## src/rtl/dataproc_pkg.sv

```systemverilog
// Shared definitions for the dataproc iomem peripheral:
// register map, mode encodings, status bit positions.
package dataproc_pkg;

    localparam logic [7:0] OFF_CTRL   = 8'h00;
    localparam logic [7:0] OFF_STATUS = 8'h04;
    localparam logic [7:0] OFF_DIN    = 8'h08;
    localparam logic [7:0] OFF_DOUT   = 8'h0C;
    localparam logic [7:0] OFF_THRESH = 8'h10;

    typedef enum logic [1:0] {
        MODE_BYPASS = 2'd0,
        MODE_INVERT = 2'd1,
        MODE_THRESH = 2'd2,
        MODE_ACCUM  = 2'd3
    } mode_e;

    localparam int CTRL_EN    = 0;
    localparam int CTRL_CLEAR = 3;

    localparam int ST_IN_EMPTY  = 0;
    localparam int ST_IN_FULL   = 1;
    localparam int ST_OUT_EMPTY = 2;
    localparam int ST_OUT_FULL  = 3;
    localparam int ST_OVF       = 4;
    localparam int ST_UDF       = 5;
    localparam int ST_IN_CNT    = 8;
    localparam int ST_OUT_CNT   = 16;

    localparam logic [7:0] THRESH_RST = 8'h80;

    function automatic logic [7:0] sat_add(logic [7:0] a, logic [7:0] b);
        logic [8:0] sum;
        sum = {1'b0, a} + {1'b0, b};
        return sum[8] ? 8'hFF : sum[7:0];
    endfunction

endpackage

```

## src/rtl/dataproc_fifo.sv

```systemverilog
// Synchronous 8-bit FIFO with flush; push to full and pop from
// empty are ignored, flush wins over both.
module dataproc_fifo #(
    parameter int DEPTH = 16,
    parameter int CW    = $clog2(DEPTH) + 1
) (
    input  logic          clk,
    input  logic          reset,
    input  logic          push,
    input  logic          pop,
    input  logic          flush,
    input  logic [7:0]    din,
    output logic [7:0]    dout,
    output logic [CW-1:0] count,
    output logic          full,
    output logic          empty
);

    logic [7:0]    mem [DEPTH];
    logic [CW-2:0] wr_ptr;
    logic [CW-2:0] rd_ptr;
    logic          do_push;
    logic          do_pop;

    assign full    = (count == CW'(DEPTH));
    assign empty   = (count == '0);
    assign do_push = push & ~full & ~flush;
    assign do_pop  = pop & ~empty & ~flush;
    assign dout    = mem[rd_ptr];

    always_ff @(posedge clk) begin
        if (do_push) mem[wr_ptr] <= din;
    end

    always_ff @(posedge clk or posedge reset) begin
        if (reset) begin
            wr_ptr <= '0;
            rd_ptr <= '0;
            count  <= '0;
        end else if (flush) begin
            wr_ptr <= '0;
            rd_ptr <= '0;
            count  <= '0;
        end else begin
            if (do_push) wr_ptr <= wr_ptr + 1'b1;
            if (do_pop)  rd_ptr <= rd_ptr + 1'b1;
            unique case ({do_push, do_pop})
                2'b10:   count <= count + 1'b1;
                2'b01:   count <= count - 1'b1;
                default: count <= count;
            endcase
        end
    end

endmodule

```

## src/rtl/dataproc_iomem.sv

```systemverilog
// Memory-mapped byte-stream processor: in-FIFO -> 2-stage
// transform pipeline -> out-FIFO, accessed over the iomem bus.
module dataproc_iomem
    import dataproc_pkg::*;
#(
    parameter int DEPTH = 16,
    parameter int CW    = $clog2(DEPTH) + 1
) (
    input  logic        clk,
    input  logic        reset,
    input  logic        iomem_valid,
    input  logic [3:0]  iomem_wstrb,
    input  logic [7:0]  iomem_addr,
    input  logic [31:0] iomem_wdata,
    output logic [31:0] iomem_rdata,
    output logic        iomem_ready
);

    logic          fire, wr, rd;
    logic [7:0]    off;
    logic          hit_ctrl, hit_status, hit_din, hit_dout, hit_thresh;
    logic          en;
    mode_e         mode;
    logic [7:0]    thresh;
    logic          ovf, udf;
    logic          clear;
    logic          din_push, dout_pop, pipe_pop;
    logic [7:0]    in_dout, out_dout;
    logic [CW-1:0] in_count, out_count;
    logic          in_full, in_empty, out_full, out_empty;
    logic          s1_v, s2_v;
    logic [7:0]    s1_d, s2_d, acc, acc_next, result;
    logic [CW:0]   used;
    logic [31:0]   status, rd_word;
    logic          unused_bits;

    assign fire = iomem_valid & ~iomem_ready;
    assign wr   = fire & (|iomem_wstrb);
    assign rd   = fire & ~(|iomem_wstrb);
    assign off  = {iomem_addr[7:2], 2'b00};

    assign hit_ctrl   = (off == OFF_CTRL);
    assign hit_status = (off == OFF_STATUS);
    assign hit_din    = (off == OFF_DIN);
    assign hit_dout   = (off == OFF_DOUT);
    assign hit_thresh = (off == OFF_THRESH);

    assign unused_bits = ^{iomem_wdata[31:8], iomem_addr[1:0]};

    assign clear    = wr & hit_ctrl & iomem_wdata[CTRL_CLEAR];
    assign din_push = wr & hit_din & ~in_full;
    assign dout_pop = rd & hit_dout & ~out_empty;

    // Reserve out-FIFO space for bytes still in flight
    assign used = {1'b0, out_count}
                + {{CW{1'b0}}, s1_v}
                + {{CW{1'b0}}, s2_v};
    assign pipe_pop = en & ~in_empty & (used < (CW+1)'(DEPTH));

    dataproc_fifo #(.DEPTH(DEPTH), .CW(CW)) u_in_fifo (
        .clk   (clk),
        .reset (reset),
        .push  (din_push),
        .pop   (pipe_pop),
        .flush (clear),
        .din   (iomem_wdata[7:0]),
        .dout  (in_dout),
        .count (in_count),
        .full  (in_full),
        .empty (in_empty)
    );

    dataproc_fifo #(.DEPTH(DEPTH), .CW(CW)) u_out_fifo (
        .clk   (clk),
        .reset (reset),
        .push  (s2_v),
        .pop   (dout_pop),
        .flush (clear),
        .din   (s2_d),
        .dout  (out_dout),
        .count (out_count),
        .full  (out_full),
        .empty (out_empty)
    );

    assign acc_next = sat_add(acc, s1_d);

    always_comb begin
        result = s1_d;
        unique case (mode)
            MODE_BYPASS: result = s1_d;
            MODE_INVERT: result = ~s1_d;
            MODE_THRESH: result = (s1_d >= thresh) ? 8'hFF : 8'h00;
            MODE_ACCUM:  result = acc_next;
            default:     result = s1_d;
        endcase
    end

    always_ff @(posedge clk or posedge reset) begin
        if (reset) begin
            s1_v <= 1'b0;
            s1_d <= '0;
            s2_v <= 1'b0;
            s2_d <= '0;
            acc  <= '0;
        end else if (clear) begin
            s1_v <= 1'b0;
            s2_v <= 1'b0;
            acc  <= '0;
        end else begin
            s1_v <= pipe_pop;
            s1_d <= in_dout;
            s2_v <= s1_v;
            if (s1_v) s2_d <= result;
            if (s1_v && mode == MODE_ACCUM) acc <= acc_next;
        end
    end

    always_ff @(posedge clk or posedge reset) begin
        if (reset) begin
            en     <= 1'b0;
            mode   <= MODE_BYPASS;
            thresh <= THRESH_RST;
            ovf    <= 1'b0;
            udf    <= 1'b0;
        end else begin
            if (wr && hit_ctrl) begin
                en   <= iomem_wdata[CTRL_EN];
                mode <= mode_e'(iomem_wdata[2:1]);
            end
            if (wr && hit_thresh) thresh <= iomem_wdata[7:0];
            if (wr && hit_din && in_full)
                ovf <= 1'b1;
            else if (wr && hit_status && iomem_wdata[ST_OVF])
                ovf <= 1'b0;
            if (rd && hit_dout && out_empty)
                udf <= 1'b1;
            else if (wr && hit_status && iomem_wdata[ST_UDF])
                udf <= 1'b0;
        end
    end

    always_comb begin
        status                   = '0;
        status[ST_IN_EMPTY]      = in_empty;
        status[ST_IN_FULL]       = in_full;
        status[ST_OUT_EMPTY]     = out_empty;
        status[ST_OUT_FULL]      = out_full;
        status[ST_OVF]           = ovf;
        status[ST_UDF]           = udf;
        status[ST_IN_CNT +: CW]  = in_count;
        status[ST_OUT_CNT +: CW] = out_count;
    end

    always_comb begin
        rd_word = '0;
        unique case (1'b1)
            hit_ctrl:   rd_word = {28'b0, 1'b0, mode, en};
            hit_status: rd_word = status;
            hit_thresh: rd_word = {24'b0, thresh};
            hit_dout:   rd_word = out_empty ? 32'b0 : {24'b0, out_dout};
            default:    rd_word = '0;
        endcase
    end

    always_ff @(posedge clk or posedge reset) begin
        if (reset) begin
            iomem_ready <= 1'b0;
            iomem_rdata <= '0;
        end else begin
            iomem_ready <= fire;
            iomem_rdata <= rd ? rd_word : 32'b0;
        end
    end

endmodule

```

## config.mk

```make
export PLATFORM = sky130hd
export DESIGN_NAME = dataproc_iomem
export DESIGN_NICKNAME = d
export VERILOG_FILES = /design/src/rtl/dataproc_pkg.sv /design/src/rtl/dataproc_fifo.sv /design/src/rtl/dataproc_iomem.sv
export SDC_FILE = /design/constraint.sdc
export NUM_CORES = 1
export LEC_CHECK = 0
export ABC_AREA = 1
export CAP_MARGIN = 5
export CELL_PAD_IN_SITES_DETAIL_PLACEMENT = 0
export CELL_PAD_IN_SITES_GLOBAL_PLACEMENT = 2
export CORE_ASPECT_RATIO = 0.9
export CORE_UTILIZATION = 40
export CTS_BUF_LIST = sky130_fd_sc_hd__clkbuf_16
export DETAILED_ROUTE_END_ITERATION = 6
export MAX_ROUTING_LAYER = met4
export PLACE_DENSITY = 0.83
export SLEW_MARGIN = 10
export SYNTH_ARGS = -nofsm -noshare
export SYNTH_HDL_FRONTEND = slang
export SYNTH_HIERARCHICAL = 1
export SYNTH_SLANG_ARGS = --single-unit
```

## constraint.sdc

```tcl
create_clock -name clk -period 6.31 [get_ports clk]
set_input_delay 1.262 -clock clk [delete_from_list [all_inputs] [get_ports clk]]
set_output_delay 1.262 -clock clk [all_outputs]
set_load 0.02 [all_outputs]
```

==> results of run 1 <==
[flip-flops by register name, summed over array words and instances, names as in the netlist]
| name | count |
|---|---|
| u_out_fifo/count | 5 |
| u_out_fifo/rd_ptr | 4 |
| s1_d | 8 |
| s2_d | 8 |
| u_out_fifo/mem | 128 |
| thresh | 8 |
| u_in_fifo/rd_ptr | 4 |
| udf | 1 |
| u_in_fifo/wr_ptr | 4 |
| ovf | 1 |
| iomem_ready | 1 |
| mode | 2 |
| en | 1 |
| u_out_fifo/wr_ptr | 4 |
| iomem_rdata | 18 |
| u_in_fifo/mem | 128 |
| s1_v | 1 |
| s2_v | 1 |
| u_in_fifo/count | 5 |
| acc | 8 |
[cell usage after synthesis, drive strengths merged]
cell type  number  area [sq um]
a21oi          95           475
a41oi           2          17.5
o211ai         66           495
o21ai         108           567
ha             33           413
nor3           13          81.3
fa              3          60.1
nand4           1          6.26
o21a            1          7.51
a31oi           1          6.26
clkbuf         11          41.3
xnor2           2          17.5
buf            59           385
or2             2          12.5
a22o            1          8.76
o22ai           8          50.1
a22oi           2          15.0
edfxtp        256          7690
xor2            3          26.3
nand3b          3          22.5
inv           227           857
nand3         143           751
dfstp           1          26.3
mux2            1          11.3
nor2           84           365
dfrtp          83          2080
clkinv          7          28.8
nand2         272          1160
nor4            3          18.8
conb            1          3.75
[through the flow]
step | instance area, sq um | setup slack [ps]
after floorplan | 15700 | 2680
after global placement | 16400 | 1570
after detailed placement | 16400 | 1610
after CTS | 17600 | 2190
after global routing | 17600 | 1870
final | 17600 | 2170
[per-layer routing]
| metal | part of all wire [%] | wire (um) | global-route usage, % |
|---|---|---|---|
| met4 | 1.9 | 677 | 4.63 |
| met5 | 0 | 0 | - |
| met1 | 50 | 17700 | 27.5 |
| met2 | 44 | 15500 | 27.3 |
| met3 | 4.3 | 1540 | 2.92 |
[report_power, final]
part | leakage (nW) | switching (mW) | total, mW | internal [mW]
registers | 3.30 | 0.351 | 3.21 | 2.86
clock network | 0.592 | 0.870 | 2.01 | 1.14
logic | 3.23 | 1.52 | 2.29 | 0.768
total | 7.12 | 2.74 | 7.51 | 4.77
[logic make-up after synthesis]
family | count (synthesis) | share of synthesized area (%)
adders and majority gates | 36 | 3.01
DFF | 340 | 62.4
and+or+nand+nor | 521 | 15.4
buffers and inverters | 304 | 8.36
muxes | 1 | 0.0718
other | 1 | 0.0239
xor gates and xnor gates | 5 | 0.279
AOI/OAI and AO/OA | 284 | 10.5
[how the worst max path moves through the flow]
stage	slack (ps)	cells after the start	startpoint	end
finish	2170	18	iomem_addr[3]	u_out_fifo/count[4]
global route	1870	18	iomem_addr[3]	u_out_fifo/count[4]
CTS	2190	18	iomem_addr[3]	u_out_fifo/count[4]
detailed placement	1610	18	iomem_addr[3]	u_out_fifo/count[4]
global placement	1570	18	iomem_addr[3]	u_out_fifo/count[4]
floorplan	2680	18	iomem_wstrb[3]	u_out_fifo/count[4]
[cell type report]
| cell class | instances | area, sq um | area share [%] |
|---|---|---|---|
| inverter | 234 | 886 | 5.05 |
| sequential | 340 | 9800 | 55.8 |
| clock buffer | 38 | 951 | 5.42 |
| clock inverter | 28 | 176 | 1.01 |
| timing repair buffer | 46 | 443 | 2.52 |
| tap | 525 | 657 | 3.74 |
| multi-input combinational | 861 | 4640 | 26.4 |
==> reports/results.txt, run 1 <==
STA classifies the critical path endpoint as a flip-flop. The die is 190 um tall. The weighted congestion at the end of routability-driven global placement is 0.855. TritonCTS built the clock tree.

Static timing analysis puts the maximum clock frequency at 242 MHz. The destination of the worst register-to-register timing path is u_out_fifo/count[4]. Across the run, the number of max-cap violations was 0. The top cell types in the final layout, fill and taps aside, are sky130_fd_sc_hd__edfxtp_1 (256), sky130_fd_sc_hd__nand2_1 (254), sky130_fd_sc_hd__inv_1 (232).

For the core area, the log shows 38500 sq um. For the worst setup path, the data required time is 6750 ps. In this run, post-CTS repair resized a total of 0 instances. The logs give 9919 for the via count of the first global-routing pass and 35400 um for the total wire length. Final hold slack: 487 ps. The tools report the cell chosen for the clock root as sky130_fd_sc_hd__clkbuf_16. The tightest min-delay check is of the reg2reg type. The final standard cell utilization of the core was 45.5%; the total I/O pin count was 80. Number of antenna diodes: 0. The floorplan step defined a die boundary enclosing 40000 sq um. In this run, post-CTS hold repair placed 0 buffers. The tools report the relative slew slack as 28.0%. The floorplan has 68 rows. The most frequent cell on the critical path was sky130_fd_sc_hd__nand2_1. The worst register-to-register path has a setup slack of 3030 ps. The worst register-to-register path has a depth of 17. The horizontal die dimension came out at 211 um.

For the worst setup path, the data arrival time is 4580 ps. The cell area after technology mapping was 15700 sq um; the maximum single-stage delay on the critical path was 480 ps. Once placement completed, the tool counted placed cells totaling 2006. The logs give 0 ps for the final total negative setup slack and 5 for the detailed-router iteration count before antenna repair. Across the routed clock network, the largest skew measured is 17.6 ps. The run gives 23100 um as the post-DP HPWL. The most common cell after layout, fill and taps aside is sky130_fd_sc_hd__edfxtp_1. The count of filler cells inserted in the layout is 3605. The total routing resource utilization after global routing is 18.8%. The worst-case IR drop observed on VDD is 0.180 mV. The ratio of cells with drive above 1 in the final layout is 7.56%, and the instance count of the mapped netlist is 1492. The run gives 857 as the iteration-0 DRC count of the detailed router. Once the clock tree was built, the setup fixing pass inserted 0 buffers.

The run gives 0 as the max-slew violation count. Sequential cells were found to cover 62.4% of the synthesized design area. The Yosys step of the flow raised 6 warnings. The type of element launching the critical path was a primary input. Traced cell by cell, the critical path runs through clkdlybuf4s50_1 > nor2_1 > nand3_2 > nor3_4 > nand2_4 > inv_1 > inv_2 > nand3_2 > nor2_4 > ha_1 > a21oi_1 > nand3_1 > nand2_1 > inv_1 > nand2_1 > nand2_1 > nand2_1 > nand2_1.

The worst hold path begins at iomem_ready. The cell with the largest stage delay on the worst path is sky130_fd_sc_hd__clkdlybuf4s50_1. No sink is reached through more buffers than the 3 on the longest clock path. The worst hold path terminates at iomem_ready. The tools report the layout net count as 1603. The path type of the worst setup path was in2reg. The fraction of the cycle the final worst path needs works out to 65.6%. The CTS clock-pin slew for the worst setup and hold paths was 60 ps; the initial antenna violation count was 1.

Dividing the detail-routed wire length by the instance count gives 17.1 um. The hold violation count in the final report is 0, and the final total power is 7.51 mW. The detail-routed via count per cell was 4.97. Power spread over the standard cell area amounts to 428 nW/um^2. Yosys mapped the design onto 45 distinct sky130hd cell types.

Setup repair after global routing left no endpoint under its margin. In this run, CTS created clock tree buffers numbering 37. Critical path's top delay family: simple AND/OR/NAND/NOR gates. The first global-routing pass estimated 56000 um of wire. The tools report the residual antenna-violating net count after detailed routing as 0. A synthesized cell averages 10.5 sq um. Buffers placed on the I/O ports in this run total 39. Clock tree synthesis found a total of 340 sinks.

Setup violations remaining at the end of the flow were counted as 0. The buffer and inverter count on the worst path is 4, and the slew at the pin closest to its max-slew limit is 1080 ps. The effective utilization at floorplan was 40.7%; the cell leakage power was 7.12 nW. The critical-path maximum fanout came out at 19.

The flow ran to the end, and the final reports show no timing, DRC or antenna violations. For this run the aggregate overflow at the end of global routing stands at 0. The H-tree generated during clock tree synthesis spans 2 levels. The cell depth of the worst min-delay path is 1. The worst reg2reg path startpoint was iomem_ready. The routed design could run at a clock period as short as 4140 ps.

The layout-stage area growth over the synthesis result came out at 11.8%. After detailed routing, the number of remaining DRC violations is 0. For this run, the number of standard cells in the final layout without fillers is 2072. The later pin in the worst-skew pair is clocked with a latency of 550 ps. Entering global routing, the biggest net connects 119 pins. For this block, the via count after detailed routing is 10300. The total of flip-flops plus latches after synthesis came out at 340.
(Power assumes the default switching activity.)
==> run 2: changes to the inputs <==
Settings changed: CORE_UTILIZATION 40 to 36, PLACE_DENSITY 0.83 to 0.79.
Clock period 6.31 ns to 3.75 ns, I/O delays scaled along.
==> reports/results.txt, run 2 (synthesized netlist as in run 1, its figures left out) <==
The CTS clock-pin slew for the worst setup and hold paths was 60 ps (about the same). The most frequent cell on the critical path was sky130_fd_sc_hd__nand2_1. The count of placed standard cells including taps is 2064 (+2.9%), and the aggregate global routing overflow is 0 (unchanged). Average routed wire per standard cell: 16.9 um (-1.1%). The run gives 286 ps (-1320 ps) as the post-place setup slack. STA classifies the critical path endpoint as a flip-flop. The final standard cell utilization of the core is 41.5% (-4.0 points), and the initial antenna violation count is 0 (-1). The cell depth of the worst min-delay path was 1 (unchanged). On the critical path the largest part of the delay comes from simple AND/OR/NAND/NOR gates. The count of vias placed by the detailed router came out at 10500 (+1.9%).

The residual antenna-violating net count after detailed routing came out at 0 (unchanged). The largest registers in the layout are u_in_fifo/mem: 128 flops, u_out_fifo/mem: 128 flops, iomem_rdata: 18 flops. Peak ir drop on the vdd network: 0.312 mV (+73%).

The count of filler cells inserted in the layout is 4074 (+13%), and the hold violation count in the final report is 0 (unchanged). For the number of standard-cell rows in the floorplan, the log shows 72 (+5.9%). Setup repair after global routing left no endpoint under its margin. The run gives 0 (unchanged) as the number of gates resized after cts. Leaving out fill and tap cells, the most frequent cells in the layout are sky130_fd_sc_hd__edfxtp_1 (256), sky130_fd_sc_hd__nand2_1 (254), sky130_fd_sc_hd__inv_1 (234). The final setup slack of the worst path was 683 ps (-1490 ps). The number of port buffers came out at 39 (unchanged). The cell chosen for the clock root was sky130_fd_sc_hd__clkbuf_16. The via count of the first global-routing pass was 9911 (-0.081%). The power per standard cell area works out to 714 nW/um^2 (+67%). The horizontal die dimension was 222 um (+5.4%); the buffer and inverter count on the worst path was 2 (-2). The relative slew slack came out at 40.9% (+13 points).

The final period demand of the worst path was 3070 ps. The run gives 760 (-11%) as the iteration-0 DRC count of the detailed router. The logs give 0 ps (unchanged) for the final total negative setup slack and 0 (unchanged) for the number of antenna diodes.

For the cell leakage power, the log shows 7.29 nW (+2.4%). For the wire length of the first global-routing pass, the log shows 56600 um (+0.99%). The run gives 0 (unchanged) as the count of maximum capacitance violations. The number of buffers created by CTS is 38 (+2.7%), and the maximum number of pins on one net before global-route repair is 76 (-36%). The tools report the floorplan die area as 44400 sq um (+11%). In this run the most critical hold path is launched from iomem_ready.

The destination of the worst hold path is iomem_ready. The post-DP HPWL is 24000 um (+3.9%). The run finished with clean final reports.

The final total power came out at 12.7 mW (+70%). The setup violation total in the final timing report was 0 (unchanged). TritonCTS built the clock tree. The weighted congestion at the end of routability-driven global placement is 0.810 (-5.2%), and the detail-routed via count per cell is 4.92 (-0.95%).

The maximum single-stage delay on the critical path is 500 ps (+20 ps). The run gives 0 (unchanged) as the number of setup buffers added after CTS. The core area is 43000 sq um (+11%). The endpoint identified for the worst register-to-register timing path is u_in_fifo/count[4]. Walking the worst path, the cells encountered are nor2_2 > nand3_2 > inv_1 > or2_2 > nor3_1 > nand2_4 > nor2_4 > nand2_4 > fa_1 > nand3b_1 > nand2_1 > nand2_1 > nand2_1 > inv_1 > nand2_1 > nand2_1 > nand2_1 > nand2_1. The cell with the largest stage delay on the worst path was sky130_fd_sc_hd__nor3_1. The worst setup path is of the reg2reg kind.

The count of hold-fix buffers inserted at cts was 0 (unchanged). The number of buffers on the longest clock path is 3 (unchanged), and the fraction of the cycle the final worst path needs is 81.8%. Data required time at the worst endpoint: 4200 ps (-2550 ps). The startpoint identified for the worst register-to-register timing path is u_in_fifo/count[0]. The run gives 2132 (+2.9%) as the number of standard cells in the layout, taps in and fillers out. Max-slew violation count: 0 (unchanged).

The most common cell after layout, fill and taps aside is sky130_fd_sc_hd__edfxtp_1. The run gives 1632 (+1.8%) as the layout net count. For the total wire length, the log shows 36000 um (+1.8%). The logs give 0 (unchanged) for the remaining routing DRC violations and 17.1% (-1.7 points) for the total routing resource utilization after global routing. The later-pin clock latency in the skew report was 560 ps (about the same); the total I/O pin count was 80 (unchanged). The path depth of the worst reg2reg path is 18 (+1). The worst setup path is launched from a flip-flop.

Clock sink total: 340 (unchanged). The run gives 3520 ps (-1060 ps) as the critical path data arrival time. For the detailed-router iteration count before antenna repair, the log shows 7 (+2). The H-tree depth came out at 2 (unchanged). Compared with the post-synthesis result, the final layout area differs by 13.7%. The run gives 680 ps (-2350 ps) as the setup slack on the worst flop-to-flop path. The effective utilization at floorplan was 36.5% (-4.2 points). The critical-path maximum fanout was 7 (-12). The clock skew after layout is 14.1 ps (-3.52 ps), and the floorplan die height is 200 um (+5.4%). Derived from the worst setup path, the maximum achievable clock frequency is 326 MHz.

The worst hold path belongs to the class reg2reg. The ratio of cells with drive above 1 in the final layout works out to 9.13% (+1.6 points). The slew at the pin closest to its max-slew limit was 883 ps (-196 ps).
==> run 2: cell types whose count changed in the layout (fill, tap and decap cells not counted) <==
cell                         before  now
sky130_fd_sc_hd__buf_12           0    2
sky130_fd_sc_hd__buf_4            7   33
sky130_fd_sc_hd__clkinv_1        11   12
sky130_fd_sc_hd__clkinv_2        10    8
sky130_fd_sc_hd__clkinvlp_4       1    0
sky130_fd_sc_hd__inv_1          232  234
sky130_fd_sc_hd__inv_16           0    1
sky130_fd_sc_hd__inv_2            3    4
==> run 2: report_power, final <==
| part | switching (mW) | internal, mW | leakage [nW] |
|---|---|---|---|
| registers | 0.656 | 4.82 | 3.30 |
| logic | 2.51 | 1.32 | 3.38 |
| clock network | 1.51 | 1.93 | 0.611 |
| total | 4.68 | 8.06 | 7.29 |
==> run 2: worst max path at each step <==
stage | depth (start not counted) | end | from | slack [ps]
2_1_floorplan | 18 | u_out_fifo/count[4] | iomem_wstrb[3] | 630
3_3_place_gp | 20 | u_out_fifo/count[4] | iomem_addr[7] | 270
3_5_place_dp | 11 | u_in_fifo/mem[7][2] | iomem_valid | 290
4_1_cts | 18 | u_in_fifo/count[4] | u_in_fifo/count[0] | 630
5_1_grt | 18 | u_in_fifo/count[4] | u_in_fifo/count[4] | 430
6_report | 18 | u_in_fifo/count[4] | u_in_fifo/count[0] | 680
==> run 2: cell type report <==
type	count	area, sq um	share of cell area, %
clock buffer	38	951	5.33
clock inverter	30	194	1.09
inverter	234	886	4.97
multi-input combinational	861	4640	26.0
sequential	340	9800	54.9
tap	555	694	3.89
timing repair buffer	74	678	3.80
==> run 2: worst register-to-register path, stage by stage, from the launching register on <==
cell                       delay, ps
sky130_fd_sc_hd__dfrtp_1         450
sky130_fd_sc_hd__nor2_2           90
sky130_fd_sc_hd__nand3_2         120
sky130_fd_sc_hd__inv_1            70
sky130_fd_sc_hd__or2_2           310
sky130_fd_sc_hd__nor3_1          500
sky130_fd_sc_hd__nand2_4         160
sky130_fd_sc_hd__nor2_4          140
sky130_fd_sc_hd__nand2_4          80
sky130_fd_sc_hd__fa_1            410
sky130_fd_sc_hd__nand3b_1        200
sky130_fd_sc_hd__nand2_1          80
sky130_fd_sc_hd__nand2_1          40
sky130_fd_sc_hd__nand2_1          70
sky130_fd_sc_hd__inv_1            40
sky130_fd_sc_hd__nand2_1          50
sky130_fd_sc_hd__nand2_1          50
sky130_fd_sc_hd__nand2_1          50
sky130_fd_sc_hd__nand2_1          40
==> run 2: per-stage QoR <==
step	hold WS [ps]	area [sq um]
2_1_floorplan	453	15700
3_3_place_gp	474	16700
3_5_place_dp	477	16700
4_1_cts	485	17800
5_1_grt	518	17800
6_report	487	17800
==> run 2: metal layers <==
metal	global-route usage [%]	share of wire [%]	up-vias
met4	5.53	2.2	0
met2	25.4	44	203
met1	24.2	50	5091
met3	2.12	3.8	49
met5	-	0	-
li1	-	-	5148
==> run 3: changes to the inputs <==
Clock period 3.75 ns to 2.6 ns, I/O delays scaled along.
==> reports/results.txt, run 3 (synthesized netlist as in run 1, its figures left out) <==
In the final layout, the registers with the most flip-flops are u_in_fifo/mem: 128 flops, u_out_fifo/mem: 128 flops, iomem_rdata: 18 flops. The run gives 17400 sq um (+4.1%) as the placed instance area. Final period demand of the worst path: 2460 ps (-604 ps). The setup slack on the worst flop-to-flop path was 140 ps (-550 ps); the fraction of the cycle the final worst path needs was 94.7% (+13 points). The cell sitting at the root of the clock tree is a sky130_fd_sc_hd__clkbuf_16.

The horizontal die dimension was 222 um (unchanged); the count of maximum capacitance violations was 0 (unchanged). The run gives 5 (-2) as the detailed-router iteration count before antenna repair. The power per standard cell area works out to 1040 nW/um^2 (+45%). The tools report the total routing resource utilization after global routing as 17.7% (+0.68 points). From synthesis to final layout, the design area changed by 20.6%. For the number of buffers on the longest clock path, the log shows 3 (unchanged). The CTS clock-pin slew for the worst setup and hold paths was 60 ps (about the same); the slew at the pin closest to its max-slew limit was 713 ps (-170 ps).

The post-DP HPWL came out at 25700 um (+7.0%). Leaving out fill and tap cells, the most frequent cell in the layout is sky130_fd_sc_hd__edfxtp_1. The iteration-0 DRC count of the detailed router came out at 722 (-5.0%). STA classifies the critical path startpoint as a flip-flop. The relative slew slack is 52.4% (+12 points), and the total wire length is 37900 um (+5.3%).

The worst register-to-register path ends at u_in_fifo/count[4]. Setup repair after global routing could not meet its margin everywhere. The run gives 0 (unchanged) as the hold violation count in the final report. The critical path data arrival time is 2910 ps (-610 ps). Number of buffers created by CTS: 39 (+2.6%). Effective utilization at floorplan: 36.5% (unchanged). The total I/O pin count is 80 (unchanged), and the later-pin clock latency in the skew report is 550 ps (about the same). For the residual antenna-violating net count after detailed routing, the log shows 0 (unchanged). The core area came out at 43000 sq um (unchanged).

The worst reg2reg path startpoint is s2_v. The worst setup path is captured at a flip-flop. The path depth of the worst reg2reg path is 17 (-1). The library cells used most frequently in the layout, excluding fill and tap cells, are sky130_fd_sc_hd__edfxtp_1 (256), sky130_fd_sc_hd__nand2_1 (250), sky130_fd_sc_hd__inv_1 (231). The run gives 0 (unchanged) as the aggregate global routing overflow. The detail-routed via count per cell was 4.81 (-2.2%); the floorplan die area was 44400 sq um (unchanged). For the data required time at the worst endpoint, the log shows 3050 ps (-1150 ps). The run gives 0 (unchanged) as the setup violation total in the final timing report. The via count of the first global-routing pass came out at 10400 (+4.4%). The max-slew violation count was 0 (unchanged). The critical-path maximum fanout was 4 (-3); the count of filler cells inserted in the layout was 4001 (-1.8%). The tools report the number of standard-cell rows in the floorplan as 72 (unchanged).

The achievable frequency is 406 MHz (+25%). The average routed wire per standard cell was 17.0 um (+0.56%); the layout net count was 1727 (+5.8%). The logs give 0.412 mV (+32%) for the peak ir drop on the vdd network and 0.834 (+2.9%) for the weighted congestion at the end of routability-driven global placement. The path class of the tightest hold or removal check is in2async. For the remaining routing DRC violations, the log shows 0 (unchanged). TritonCTS built the clock tree.

Clock skew after layout: 18.7 ps (+4.64 ps). Path type of the worst setup path: reg2reg. The cell leakage power is 7.85 nW (+7.7%), and the maximum number of pins on one net before global-route repair is 68 (-11%).

The number of port buffers is 39 (unchanged), and the H-tree depth is 2 (unchanged). The clock sink total was 340 (unchanged); the ratio of cells with drive above 1 in the final layout was 16.0% (+6.9 points). The count of vias placed by the detailed router is 10700 (+2.3%). The tools report the final design instance area without fill as 18900 sq um (+6.1%).

The initial antenna violation count is 0 (unchanged), and the floorplan die height is 200 um (unchanged). The tools report the final hold slack as 317 ps (-170 ps). The flow ran to the end, and the final reports show no timing, DRC or antenna violations. The run gives 58800 um (+4.0%) as the wire length of the first global-routing pass.
run 3: timing repair:
action	4_1_cts	5_1_grt
hold buffers	0	0
gates resized for setup	4	33
cloned	0	0
endpoints found under the setup margin	3	68
pin swaps	7	30
buffers inserted	2	15
run 3: layer usage:
metal	part of all wire (%)	wire length [um]	track usage, %	up-vias
met3	3.4	1270	2.39	46
li1	-	-	-	5355
met1	52	19600	26.1	5162
met4	2.2	850	5.50	0
met5	0	0	-	-
met2	43	16100	25.3	174
run 3: final cells by class:
cell class	count	area [sq um]	share of cell area [%]
Clock inverter	32	235	1.24
Sequential cell	340	9800	51.8
Antenna cell	2	5.00	0.0264
Inverter	234	890	4.70
Tap cell	555	694	3.67
Multi-Input combinational cell	861	4840	25.6
Clock buffer	40	1000	5.29
Timing Repair Buffer	168	1460	7.73
run 3: worst max path at each step:
stage,from,to,slack (ps),cells past startpoint
after global routing,iomem_valid,u_in_fifo/count[4],-60,20
after floorplan,iomem_addr[7],u_out_fifo/count[4],-60,17
after CTS,s2_v,u_in_fifo/count[4],-40,17
after global placement,iomem_valid,u_in_fifo/count[4],-540,21
after detailed placement,iomem_valid,u_in_fifo/count[4],-510,21
final,s2_v,u_in_fifo/count[4],140,17
run 3: metrics by stage:
stage	setup WS (ps)	total power [mW]	cells	TNS [ps]	utilization (%)
final	137	19.6	2232	0	44.0
after global routing	-60.3	21.0	2230	-60.3	44.0
after CTS	-37.0	19.6	2215	-37.0	43.4
after detailed placement	-511	14.1	2142	-78170	40.4
after global placement	-538	14.1	2142	-71540	40.4
after floorplan	-56.2	11.9	1505	-88.5	-
run 3: worst max-delay path, stage by stage, from the launching register on:
cell and delay, ps:
sky130_fd_sc_hd__dfrtp_2 440, sky130_fd_sc_hd__ha_4 290, sky130_fd_sc_hd__a21oi_4 60, sky130_fd_sc_hd__nor4_4 360, sky130_fd_sc_hd__nor3_4 80, sky130_fd_sc_hd__buf_4 150
sky130_fd_sc_hd__nand3_4 80, sky130_fd_sc_hd__nor2_4 60, sky130_fd_sc_hd__ha_4 280, sky130_fd_sc_hd__nand3b_1 90, sky130_fd_sc_hd__nand2_1 80, sky130_fd_sc_hd__nand2_1 50
sky130_fd_sc_hd__nand2_1 70, sky130_fd_sc_hd__inv_1 40, sky130_fd_sc_hd__nand2_1 50, sky130_fd_sc_hd__nand2_1 50, sky130_fd_sc_hd__nand2_1 60, sky130_fd_sc_hd__nand2_1 40
run 3: power by group:
part | switching (mW) | internal (mW) | total (mW)
Clock | 2.20 | 3.09 | 5.29
Combinational | 3.98 | 2.54 | 6.52
Sequential | 0.874 | 6.94 | 7.82
Total | 7.06 | 12.6 | 19.6
